### src/rtl/usb_app_pkg.sv
// Shared constants and types for the USB application-side OUT endpoint logic.
// Holds the frame SYNC value, the parser state encoding and the status-bit default.
package usb_app_pkg;

  localparam logic [7:0] SYNC_BYTE         = 8'hA5;
  localparam int         EMPTY_BIT_DEFAULT = 1;
  localparam int         STAT_W            = 4;

  typedef enum logic [1:0] {
    ST_HUNT    = 2'd0,
    ST_LEN     = 2'd1,
    ST_PAYLOAD = 2'd2,
    ST_CSUM    = 2'd3
  } parse_state_e;

  function automatic logic [7:0] sat_inc8(input logic [7:0] v);
    return (v == 8'hFF) ? v : v + 8'd1;
  endfunction

endpackage

### src/rtl/ep_out_parser_if.sv
// Bundle of the OUT-endpoint FIFO read port, the payload stream and the frame status.
// master = parser side, slave = FIFO/sink/environment side.
interface ep_out_parser_if;
  import usb_app_pkg::*;

  logic [7:0]        ep_dout;
  logic              ep_re;
  logic [STAT_W-1:0] ep_stat;
  logic [7:0]        out_data;
  logic              out_valid;
  logic              out_ready;
  logic              out_last;
  logic              pkt_ok;
  logic              pkt_err;
  logic [7:0]        good_cnt;
  logic [7:0]        err_cnt;

  modport master (
    input  ep_dout, ep_stat, out_ready,
    output ep_re, out_data, out_valid, out_last, pkt_ok, pkt_err, good_cnt, err_cnt
  );

  modport slave (
    output ep_dout, ep_stat, out_ready,
    input  ep_re, out_data, out_valid, out_last, pkt_ok, pkt_err, good_cnt, err_cnt
  );

endinterface

### src/rtl/ep_fifo_reader.sv
// Issues single-byte FIFO reads and presents the returned byte for one cycle.
// A read is issued only when the consumer can take the byte on the following cycle.
module ep_fifo_reader (
  input  logic       clk_i,
  input  logic       rst_i,
  input  logic       fifo_empty_i,
  input  logic [7:0] ep_dout_i,
  input  logic       byte_ready_i,
  output logic       ep_re_o,
  output logic       byte_valid_o,
  output logic [7:0] byte_o
);

  logic armed_q;
  logic pend_q;

  // armed_q keeps the strobe low while reset is held and for the first cycle after it.
  always_ff @(posedge clk_i or posedge rst_i) begin
    if (rst_i) begin
      armed_q <= 1'b0;
      pend_q  <= 1'b0;
    end else begin
      armed_q <= 1'b1;
      pend_q  <= ep_re_o;
    end
  end

  assign ep_re_o      = armed_q && !fifo_empty_i && byte_ready_i;
  assign byte_valid_o = pend_q;
  assign byte_o       = ep_dout_i;

endmodule

### src/rtl/ep_out_parser.sv
// Frame parser for the OUT endpoint: SYNC, LEN, payload, XOR checksum.
// Forwards payload bytes with valid/ready and reports each frame's checksum status.
module ep_out_parser
  import usb_app_pkg::*;
#(
  parameter int MAX_LEN   = 64,
  parameter int EMPTY_BIT = EMPTY_BIT_DEFAULT
) (
  input  logic           clk_i,
  input  logic           rst_i,
  ep_out_parser_if.master bus
);

  localparam logic [7:0] MAX_LEN_B = 8'(MAX_LEN);

  parse_state_e state_q, state_d;
  logic [7:0]   cnt_q, cnt_d;
  logic [7:0]   xor_q, xor_d;
  logic [7:0]   out_data_q, out_data_d;
  logic         out_valid_q, out_valid_d;
  logic         out_last_q, out_last_d;
  logic         pkt_ok_q, pkt_ok_d;
  logic         pkt_err_q, pkt_err_d;
  logic [7:0]   good_q, good_d;
  logic [7:0]   err_q, err_d;

  logic         byte_valid;
  logic [7:0]   byte_in;
  logic         byte_ready;
  logic         ep_re;

  // A captured payload byte occupies the output register next cycle, so no read is
  // launched alongside it; otherwise a read waits only for the output to drain.
  assign byte_ready = (!out_valid_q || bus.out_ready) &&
                      !(byte_valid && (state_q == ST_PAYLOAD));

  ep_fifo_reader u_reader (
    .clk_i       (clk_i),
    .rst_i       (rst_i),
    .fifo_empty_i(bus.ep_stat[EMPTY_BIT]),
    .ep_dout_i   (bus.ep_dout),
    .byte_ready_i(byte_ready),
    .ep_re_o     (ep_re),
    .byte_valid_o(byte_valid),
    .byte_o      (byte_in)
  );

  // NOTE: every _d gets a default before the case so no path leaves it unassigned (no latch).
  always_comb begin
    state_d     = state_q;
    cnt_d       = cnt_q;
    xor_d       = xor_q;
    out_data_d  = out_data_q;
    out_valid_d = out_valid_q && !bus.out_ready;
    out_last_d  = out_last_q && out_valid_d;
    pkt_ok_d    = 1'b0;
    pkt_err_d   = 1'b0;
    good_d      = good_q;
    err_d       = err_q;

    if (byte_valid) begin
      case (state_q)
        ST_HUNT: begin
          if (byte_in == SYNC_BYTE) state_d = ST_LEN;
        end
        ST_LEN: begin
          xor_d = byte_in;
          cnt_d = byte_in;
          if (byte_in == 8'd0) begin
            state_d = ST_CSUM;
          end else if (byte_in > MAX_LEN_B) begin
            pkt_err_d = 1'b1;
            err_d     = sat_inc8(err_q);
            state_d   = ST_HUNT;
          end else begin
            state_d = ST_PAYLOAD;
          end
        end
        ST_PAYLOAD: begin
          out_data_d  = byte_in;
          out_valid_d = 1'b1;
          out_last_d  = (cnt_q == 8'd1);
          xor_d       = xor_q ^ byte_in;
          cnt_d       = cnt_q - 8'd1;
          if (cnt_q == 8'd1) state_d = ST_CSUM;
        end
        ST_CSUM: begin
          if (byte_in == xor_q) begin
            pkt_ok_d = 1'b1;
            good_d   = good_q + 8'd1;
          end else begin
            pkt_err_d = 1'b1;
            err_d     = sat_inc8(err_q);
          end
          state_d = ST_HUNT;
        end
        default: state_d = ST_HUNT;
      endcase
    end
  end

  // NOTE: sequential state uses non-blocking assignments so all flops update together.
  always_ff @(posedge clk_i or posedge rst_i) begin
    if (rst_i) begin
      state_q     <= ST_HUNT;
      cnt_q       <= 8'd0;
      xor_q       <= 8'd0;
      out_data_q  <= 8'd0;
      out_valid_q <= 1'b0;
      out_last_q  <= 1'b0;
      pkt_ok_q    <= 1'b0;
      pkt_err_q   <= 1'b0;
      good_q      <= 8'd0;
      err_q       <= 8'd0;
    end else begin
      state_q     <= state_d;
      cnt_q       <= cnt_d;
      xor_q       <= xor_d;
      out_data_q  <= out_data_d;
      out_valid_q <= out_valid_d;
      out_last_q  <= out_last_d;
      pkt_ok_q    <= pkt_ok_d;
      pkt_err_q   <= pkt_err_d;
      good_q      <= good_d;
      err_q       <= err_d;
    end
  end

  assign bus.ep_re     = ep_re;
  assign bus.out_data  = out_data_q;
  assign bus.out_valid = out_valid_q;
  assign bus.out_last  = out_last_q;
  assign bus.pkt_ok    = pkt_ok_q;
  assign bus.pkt_err   = pkt_err_q;
  assign bus.good_cnt  = good_q;
  assign bus.err_cnt   = err_q;

endmodule
### src/flat_wrapper.sv
// flat-port wrapper written by rule: the top's interface ports become plain ports
module ep_out_parser_flat import usb_app_pkg::*;
#(
  parameter int MAX_LEN   = 64,
  parameter int EMPTY_BIT = EMPTY_BIT_DEFAULT
)
  (clk_i, rst_i, bus_ep_dout, bus_ep_stat, bus_out_ready, bus_ep_re, bus_out_data, bus_out_valid, bus_out_last, bus_pkt_ok, bus_pkt_err, bus_good_cnt, bus_err_cnt);
  ep_out_parser_if bus_i ();
  input  logic clk_i;
  input  logic rst_i;
  input wire logic [$bits(bus_i.ep_dout)-1:0] bus_ep_dout;
  input wire logic [$bits(bus_i.ep_stat)-1:0] bus_ep_stat;
  input wire logic [$bits(bus_i.out_ready)-1:0] bus_out_ready;
  output wire logic [$bits(bus_i.ep_re)-1:0] bus_ep_re;
  output wire logic [$bits(bus_i.out_data)-1:0] bus_out_data;
  output wire logic [$bits(bus_i.out_valid)-1:0] bus_out_valid;
  output wire logic [$bits(bus_i.out_last)-1:0] bus_out_last;
  output wire logic [$bits(bus_i.pkt_ok)-1:0] bus_pkt_ok;
  output wire logic [$bits(bus_i.pkt_err)-1:0] bus_pkt_err;
  output wire logic [$bits(bus_i.good_cnt)-1:0] bus_good_cnt;
  output wire logic [$bits(bus_i.err_cnt)-1:0] bus_err_cnt;
  assign bus_i.ep_dout = bus_ep_dout;
  assign bus_i.ep_stat = bus_ep_stat;
  assign bus_i.out_ready = bus_out_ready;
  assign bus_ep_re = bus_i.ep_re;
  assign bus_out_data = bus_i.out_data;
  assign bus_out_valid = bus_i.out_valid;
  assign bus_out_last = bus_i.out_last;
  assign bus_pkt_ok = bus_i.pkt_ok;
  assign bus_pkt_err = bus_i.pkt_err;
  assign bus_good_cnt = bus_i.good_cnt;
  assign bus_err_cnt = bus_i.err_cnt;
  ep_out_parser #(.MAX_LEN(MAX_LEN), .EMPTY_BIT(EMPTY_BIT)) u_core (.clk_i(clk_i), .rst_i(rst_i), .bus(bus_i));
endmodule
### config.mk
export PLATFORM = sky130hd
export DESIGN_NAME = ep_out_parser_flat
export DESIGN_NICKNAME = d
export VERILOG_FILES = /design/src/rtl/usb_app_pkg.sv /design/src/rtl/ep_out_parser_if.sv /design/src/rtl/ep_fifo_reader.sv /design/src/rtl/ep_out_parser.sv /design/src/flat_wrapper.sv
export SDC_FILE = /design/constraint.sdc
export NUM_CORES = 1
export LEC_CHECK = 0
export ABC_AREA = 1
export ABC_CLOCK_PERIOD_IN_PS = 1900
export CAP_MARGIN = 25
export CORE_MARGIN = 1.5
export CORE_UTILIZATION = 54
export CTS_CLUSTER_SIZE = 25
export DETAILED_ROUTE_END_ITERATION = 10
export HOLD_SLACK_MARGIN = 0.12
export PLACE_DENSITY = 0.8
export SLEW_MARGIN = 5
export SYNTH_ARGS = -nofsm -noshare
export SYNTH_HDL_FRONTEND = slang
export SYNTH_HIERARCHICAL = 1
export SYNTH_SLANG_ARGS = --single-unit
export TNS_END_PERCENT = 30
### constraint.sdc
create_clock -name clk_i -period 1.9 [get_ports clk_i]
set_clock_uncertainty 0.15 [all_clocks]
set_input_delay 0.19 -clock clk_i [delete_from_list [all_inputs] [get_ports clk_i]]
set_output_delay 0.19 -clock clk_i [all_outputs]
set_load 0.02 [all_outputs]
* Word-level counts from Yosys, hierarchy flattened
Cells that the tools add are included.
** Word-level totals
- Flip-flop bits (word level) :: 48
- Bits of input ports :: 15
- Output and inout port bits :: 29
- Word-level logic and storage cells :: 73
** Operators by class
- Add/subtract/negate cells :: 3
- Order comparisons :: 1
- Eq/ne operators :: 12
- Mux-type cells :: 24
- Bitwise logic cells :: 1
- Reductions and logical operators :: 20
** Operator list (number)
- one-hot mux 8 bit (2 select lines) :: 3
- two-way mux 8 bit :: 4
- adder 8 x 1 -> 8 bit, second input constant :: 2
- == test 8 bit, second input constant :: 2
- two-way mux 1 bit :: 11
- == test 8 x 1 -> 1 bit, second input constant :: 1
- == test 8 bit :: 1
- > comparator 8 x 7 -> 1 bit, second input constant :: 1
- logical NOT 8 bit :: 1
- two-way mux 2 bit :: 4
- one-hot mux 2 bit (4 select lines) :: 1
- subtractor 8 x 1 -> 8 bit, second input constant :: 1
- bitwise XOR 8 bit :: 1
- logical AND 1 bit :: 6
- inequality test 2 bit, second input constant :: 3
- AND reduction 3 bit :: 2
- AND reduction 5 bit :: 1
- == test 2 bit, second input constant :: 2
- logical NOT 1 bit :: 4
- inequality test 2 x 1 -> 1 bit, second input constant :: 2
- AND reduction 2 bit :: 2
- nonzero test 2 bit :: 2
- == test 2 x 1 -> 1 bit, second input constant :: 1
- logical NOT 2 bit :: 1
- 2 further kinds :: 2

* Logic depth before layout (Yosys ltp)
Gate-level depths: netlist (run 1).
- Word-level depth :: 5
- Depth in mapped cells :: 11
- Depth with buffers taken out :: 9

* Hierarchy
The synthesis (run 1) kept the hierarchy.
** By module, submodules not included
- ep_out_parser :: instances 1, cells each 341, area an instance 2638.8 µm², seq. area each 1151.1 µm²
- ep_fifo_reader :: instances 1, cells each 14, area an instance 127.6 µm², seq. area each 50.0 µm²

* Least setup slack after synthesis (run 1)
No wires, ideal clock.
- Kind :: reg-to-reg
- Start point :: reg (tool-made name)
- End point :: reg u_core.err_q[2] (netlist: u_core/bus.err_cnt[2])
- Setup time :: 118 ps
- Data arrival time :: 1480 ps
- Data required time :: 1632 ps
- Setup slack :: 153 ps
- Cell stages (with the launch flop) :: 9
- Path buffers :: 0
- Period minus slack after synthesis :: 1747 ps
- Cell sequence :: dfrtp_1 > inv_1 > ha_1 > nor2_1 > o21bai_1 > a21oi_4 > nand3_2 > nand2_1 > nand2_1
** RTL lines
- to (signal assigned) :: line ep_out_parser.sv:125 : err_q <= err_d;
- to (decl) :: line ep_out_parser.sv:25 : logic [7:0] err_q, err_d;

* Worst setup path after layout (run 1)
- Start point :: reg u_core.state_q[0]
- End point :: out bus_ep_re
** On the way
- Cells in the longest elaborated chain, start to end :: 5
** RTL lines
- from (decl) :: line ep_out_parser.sv:16 : parse_state_e state_q, state_d;
- from (signal assigned) :: line ep_out_parser.sv:116 : state_q <= state_d;
- == test 2 bit :: line ep_out_parser.sv:35 : !(byte_valid && (state_q == ST_PAYLOAD));
- logical AND 1 bit :: line ep_out_parser.sv:35
- logical NOT 1 bit :: line ep_out_parser.sv:35
- logical AND 1 bit :: line ep_out_parser.sv:34 : assign byte_ready = (!out_valid_q || bus.out_ready) &&
- named net u_core.byte_ready :: line ep_out_parser.sv:29 : logic byte_ready;
- logical AND 1 bit :: line ep_fifo_reader.sv:28 : assign ep_re_o = armed_q && !fifo_empty_i && byte_ready_i;
- to (decl) :: line flat_wrapper.sv:14 : output wire logic [$bits(bus_i.ep_re)-1:0] bus_ep_re;
The timed path passes the listed nets, and every way through them passes these cells.

==> metrics.txt, run 1 <==
CP Buf/Inv Count 3; Mapped Avg Cell Area 7.79 um^2; dpl ws -101 ps; Sequential Area approximately 1200 um^2; Die Width approximately 75 um; H-tree depth 2; Setup Viol. Count Final 0; # nets final about 450; Top FF cell, synth dfrtp_1; crit path max-delay cell type dfrtp_1; clock latency on the worst-skew pair ~300 ps; Via Count between 2k and 3k; total gr overflow 0; Ports 44; sequential-to-total area share from yosys stat 43.4%; YS warnings 6; outcome completed; DR WL/cell 12.8 um; Compound-Gate Fraction of Synth Area between 10% and 20%; Worst EP arrival approximately 1500 ps; fin crit period ~1800 ps; CTS Root Cell clkbuf_8; post-DP HPWL approximately 4.6 mm; Crit Path Max Fanout 2; Crit Path Category reg2out; pwr/cell area around 1100 nW/um^2; pin count of the biggest net entering global routing between 40 and 50; area of the multi-input gates ~1300 um^2; die height approximately 75 um; GP Congestion ~0.82; RSZ-0062 raised after global routing yes; Final Instance Count excl. Fillers 490; Sink Count 48; Top Family by Delay on Critical Path simple AND/OR/NAND/NOR gates; Synth Register Bits between 40 and 50; post-route ant nets 0; number of fill cells in the layout between 300 and 400; Tcrit/Tclk final 96.5%; asr flop ratio synth 100%; vias per std cell between 5 and 6; Max Buffers Root-to-Sink 2; count of cell types in the netlist 30; # placed instances approximately 480; I/O Buffers 40; Tot Pwr 4.01 mW; residual DRC count 0; Die ar. approximately 5600 um^2; vias in the first global route 2350; CORE AREA 4820 um^2; CTS tree yes; largest family of logic cells by synthesized area simple AND/OR/NAND/NOR gates; # diodes 0; Max-Cap Viols 0; P&R area growth vs syn 29.8%; layout cells sized above 1 between 15 and 20%; Initial DRC Count 195; mapped cell area roughly 2800 um^2; CTS clk-pin slew, worst paths 90 ps; CP Launch Type register; Post-synth EDFFs 0; router iterations before antenna repair 4; Max Fclk approximately 0.55 GHz; worst endpoint required time 1560 ps; Hold Vio Cnt, Final 0; Synth Area in XOR/XNOR ~4.1%; HP Class in2reg; worst vdd ir between 0.7 and 0.8 mV; total track usage around a quarter; Post-Synth Simple-Gate Area a little over a quarter; antenna violations before repair 0; Post-Syn Instances around 360; CP max stage delay between 300 and 400 ps; Lkg Pwr roughly 1.8 nW; mux contribution to synthesized area 0%; hold_ws around 300 ps; CP Cell Sequence inv_1 > ha_2 > nand2_1 > inv_1 > nor2_2 > nand2_1 > nor2_2 > buf_6; CTS buffer count 5; final WL ~6.3 mm; Initial Util roughly 57%; setup ws final roughly 66 ps; syn nets between 300 and 400; global-route wire length before repair approximately 10 mm; fin. max-slew vios 0; FP Rows 25; CP endpoint kind primary output; Post-Synth Adder-Cell Area just over 4%
==> metal layers <==
| layer | part of all wire [%] | track usage, % | vias to the layer above |
|---|---|---|---|
| met1 | 44 | 31.5 | 1185 |
| met5 | 0 | 0 | - |
| li1 | - | - | 1270 |
| met2 | 50 | 39.6 | 73 |
| met3 | 4.9 | 5.15 | 8 |
| met4 | 1.2 | 8.48 | 0 |
==> flip-flops by register name (all words and copies together), names as in the netlist, named ones only <==
name and cells:
u_core/bus.pkt_err 1, u_core/bus.good_cnt 8, u_core/u_reader/armed_q 1, u_core/bus.out_valid 1
u_core/xor_q 8, u_core/state_q 1, u_core/bus.pkt_ok 1, u_core/bus.out_last 1
u_core/u_reader/byte_valid_o 1, u_core/bus.out_data 8, u_core/cnt_q 8, u_core/bus.err_cnt 8
==> worst paths after layout <==
kind,start,to,slack [ps],cells past startpoint
hold reg to reg,u_core/bus.out_data[6],u_core/bus.out_data[6],340,2
hold / removal,bus_ep_stat[1],u_core/u_reader/byte_valid_o,300,2
min in group asynchronous,rst_i,u_core/u_reader/armed_q,460,3
max in group asynchronous,rst_i,u_core/xor_q[5],720,4
setup / recovery,u_core/state_q[0],bus_ep_re,70,8
setup reg to reg,u_core/state_q[0],u_core/xor_q[7],120,7
==> synth_stat cells (2+ instances only) <==
cell type  count  area, um^2
nor2_1        24        90.1
or2_2          2        12.5
buf_4          8        60.1
xor2_1        10        87.6
o21ai_0       19        95.1
o21ai_1        3        15.0
nand3_1       16        80.1
clkbuf_1       5        18.8
nor3_1         2        10.0
nand4_1       14        87.6
dfrtp_1       48        1200
ha_1           9         113
a22oi_1       13        97.6
nor2_4         2        22.5
nand2_1      100         375
a21oi_1       17        85.1
inv_2          3        11.3
nor2_2         2        12.5
xnor2_1        3        26.3
inv_1         45         169
==> cell type report <==
type / count / area share (%)
clock buffer: 6 / 2.30
clock inverter: 2 / 0.279
sequential: 48 / 33.4
timing repair buffer: 75 / 19.8
multi-input combinational: 244 / 36.8
inverter: 48 / 5.02
tap: 67 / 2.33
==> cells in the final DEF, fill, tap and decap left out, types with 3 or more instances in the layout <==
| master | synthesis | layout |
|---|---|---|
| xor2_1 | 10 | 10 |
| xnor2_1 | 3 | 3 |
| a21oi_2 | 1 | 4 |
| buf_12 | 0 | 3 |
| o21ai_1 | 3 | 3 |
| nor2_2 | 2 | 4 |
| nand3_1 | 16 | 16 |
| ha_1 | 9 | 7 |
| a21oi_1 | 17 | 14 |
| a22oi_1 | 13 | 13 |
| clkdlybuf4s50_1 | 0 | 39 |
| inv_1 | 45 | 43 |
| clkbuf_8 | 0 | 6 |
| buf_6 | 1 | 3 |
| nor2_1 | 24 | 22 |
| nand2_1 | 100 | 99 |
| dfrtp_1 | 48 | 48 |
| nand4_1 | 14 | 14 |
| o21ai_0 | 19 | 19 |
| inv_2 | 3 | 4 |
| buf_4 | 8 | 29 |
==> metrics by stage <==
step / cell area [um^2] / util (%) / TNS (ps)
global placement: 3430 / 71.3 / -212
detailed placement: 3430 / 71.3 / -564
floorplan: 2770 / - / 0
CTS: 3530 / 73.4 / 0
finish: 3590 / 74.5 / 0
global route: 3590 / 74.5 / -86.1
==> power breakdown <==
group / switching (mW) / internal (mW) / leakage [nW]
Sequential: 0.217 / 1.33 / 0.571
Combinational: 1.01 / 0.823 / 1.16
Clock: 0.335 / 0.291 / 0.0510
Total: 1.56 / 2.45 / 1.78
==> kinds of logic after synthesis <==
family,Yosys count
buffers and inverters,63
and+or+nand+nor,165
other,1
xor gates and xnor gates,13
adders and majority gates,9
AOI/OAI and AO/OA,56
DFF,48
==> timing repair <==
| action | in CTS | in global routing |
|---|---|---|
| endpoints found under the hold margin | 26 | 0 |
| pin swaps | 0 | 6 |
| cloned | 0 | 0 |
| setup endpoints to repair | 1 | 15 |
| hold buffers | 1 | 0 |
| gates resized for setup | 5 | 13 |
| setup buffers | 0 | 2 |
(Power assumes the default switching activity.)
==> inputs of run 2 (changes only) <==
--- a/config.mk
+++ b/config.mk
@@ -8,6 +8,7 @@
 export ABC_AREA = 1
 export ABC_CLOCK_PERIOD_IN_PS = 1900
 export CAP_MARGIN = 25
+export CORE_ASPECT_RATIO = 0.8
 export CORE_MARGIN = 1.5
 export CORE_UTILIZATION = 54
 export CTS_CLUSTER_SIZE = 25
==> metrics.txt, run 2 (synthesis results as in run 1) <==
total gr overflow 0 (unchanged); Logic pwr share 45.0% (was 45.7%); layout cells sized above 1 14.1% (was 15.6%); post-DP HPWL 4.55 mm (was 4.57 mm); DR WL/cell 13.0 um (was 12.8 um); router iterations before antenna repair 5 (was 4); total track usage 23.9% (was 24.1%); clock latency on the worst-skew pair 300 ps (about the same); Max-Cap Viols 0 (unchanged); residual DRC count 0 (unchanged); Max Buffers Root-to-Sink 2 (unchanged); Sink Count 48 (unchanged); Setup Viol. Count Final 0 (unchanged); Net Sw Frac 39.4% (was 39.0%); die height 67.0 um (was 74.6 um); Seq pwr share 38.9% (was 38.7%); Tcrit/Tclk final 97.6% (was 96.5%); setup ws final 45.9 ps (was 66.0 ps); CTS clk-pin slew, worst paths 90 ps (about the same); outcome completed (unchanged); CTS buffer count 5 (unchanged); # nets final 441 (was 446); CTS tree yes (unchanged); CP Launch Type register (unchanged); sw power 1.56 mW (about the same); CTS Root Cell clkbuf_8 (unchanged); Hold Vio Cnt, Final 0 (unchanged); number of fill cells in the layout 382 (was 380); Initial DRC Count 172 (was 195); Worst EP arrival 1880 ps (was 1490 ps); vias per std cell 5.22 (was 5.18); pin count of the biggest net entering global routing 47 (unchanged); H-tree depth 2 (unchanged); FP Rows 23 (was 25); Die Width 83.0 um (was 74.6 um); pwr/cell area 1120 nW/um^2 (about the same); worst endpoint required time 1930 ps (was 1560 ps); leading cell type in the layout, fill and taps excluded nand2_1 (unchanged); post-route ant nets 0 (unchanged); Max Fclk 0.539 GHz (was 0.545 GHz); Core Util, Final 70.7% (was 74.5%); CP endpoint kind register (was primary output); fin crit period 1850 ps (was 1830 ps); Setup Fix Bufs, Post-CTS 0 (unchanged); Initial Util 55.6% (was 57.4%); P&R area growth vs syn 27.3% (was 29.8%); CP Cell Sequence inv_1 > ha_2 > buf_4 > inv_1 > buf_4 > a21oi_1 > a22oi_1 (was inv_1 > ha_2 > nand2_1 > inv_1 > nor2_2 > nand2_1 > nor2_2 > buf_6); Clk pwr share 16.1% (was 15.6%); Ports 44 (unchanged); Tot Pwr 3.96 mW (was 4.01 mW); crit path max-delay cell type dfrtp_1 (unchanged); HP Class in2reg (unchanged); Internal 2.40 mW (was 2.45 mW); RSZ-0062 raised after global routing yes (unchanged); GP Congestion 0.839 (was 0.816); Crit Path Category reg2reg (was reg2out); global-route wire length before repair 10.5 mm (was 10.2 mm); Via Count 2506 (was 2536); fin. max-slew vios 0 (unchanged); Lkg Pwr 1.75 nW (was 1.78 nW); CORE AREA 4980 um^2 (was 4820 um^2); Die ar. 5560 um^2 (about the same); dpl ws -89.2 ps (was -101 ps); CP max stage delay 390 ps (was 350 ps); final WL 6.26 mm (was 6.27 mm); I/O Buffers 40 (unchanged); antenna violations before repair 0 (unchanged); worst vdd ir 0.754 mV (was 0.751 mV); vias in the first global route 2354 (was 2350); Crit Path Max Fanout 13 (was 2); # diodes 0 (unchanged); most frequent cells in the layout 100 x nand2_1, 48 x dfrtp_1, 42 x inv_1 (was 99 x nand2_1, 48 x dfrtp_1, 43 x inv_1)
## run 2: power groups by stage
stage	Combinational (mW)	Clock (mW)	Sequential, mW
global placement	1.69	0	1.54
global route	1.99	0.698	1.58
floorplan	0.932	0	1.69
CTS	1.76	0.653	1.54
finish	1.78	0.638	1.54
detailed placement	1.75	0	1.56
## run 2: through the flow
| step | cells | instance area, um^2 | setup TNS (ps) | hold WS [ps] |
|---|---|---|---|---|
| 2_1_floorplan | 355 | 2770 | 0 | -219 |
| 3_3_place_gp | 471 | 3390 | -113 | 231 |
| 3_5_place_dp | 471 | 3390 | -857 | 235 |
| 4_1_cts | 480 | 3490 | 0 | 296 |
| 5_1_grt | 480 | 3520 | -72.7 | 321 |
| 6_report | 480 | 3520 | 0 | 307 |
## run 2: critical path: cells and delay by family (launching register included)
kind                     cells  cell delay (ps)
buffers and inverters        4              650
AO/OA/AOI/OAI                2              360
flip-flops                   1              390
adder cells (fa/ha/maj)      1              180
## run 2: repair_timing
item / 4_1_cts / 5_1_grt
endpoints found under the hold margin: 48 / 0
setup endpoints to repair: 1 / 12
hold buffers: 1 / 0
resized for setup: 4 / 11
gates cloned: 0 / 0
pin swaps: 0 / 4
## run 2: worst paths after layout
check                           cells after the start                   start  slack [ps]                            to
worst max-delay path                                7       u_core/state_q[0]          50               u_core/cnt_q[5]
worst min-delay path                                2          bus_ep_stat[1]         310  u_core/u_reader/byte_valid_o
worst max register to register                      7       u_core/state_q[0]          50               u_core/cnt_q[5]
worst min register to register                      2  u_core/bus.out_data[5]         340        u_core/bus.out_data[5]
max in group asynchronous                           4                   rst_i         700        u_core/bus.good_cnt[5]
min in group asynchronous                           3                   rst_i         480       u_core/u_reader/armed_q
## run 2: per-layer routing
metal	up-vias	part of all wire [%]	GRT usage, %
li1	1255	-	-
met1	1180	46	31.0
met2	61	48	39.3
met3	10	4.1	6.20
met4	0	1.2	7.92
met5	-	0	0
## run 2: cell type report
type / count / area, um^2 / share of cell area [%]
clock buffer: 6 / 82.6 / 2.35
multi-input combinational: 244 / 1310 / 37.2
inverter: 48 / 180 / 5.12
clock inverter: 2 / 10.0 / 0.284
timing repair buffer: 70 / 658 / 18.7
tap: 62 / 77.6 / 2.20
sequential: 48 / 1200 / 34.1
==> inputs of run 3 (changes only) <==
--- a/config.mk
+++ b/config.mk
@@ -7,7 +7,7 @@
 export LEC_CHECK = 0
 export ABC_AREA = 1
 export ABC_CLOCK_PERIOD_IN_PS = 1900
-export CAP_MARGIN = 25
+export CAP_MARGIN = 20
 export CORE_ASPECT_RATIO = 0.8
 export CORE_MARGIN = 1.5
 export CORE_UTILIZATION = 54
==> results of run 3 <==
Final layout, timing and power as in run 2 (identical DEF).
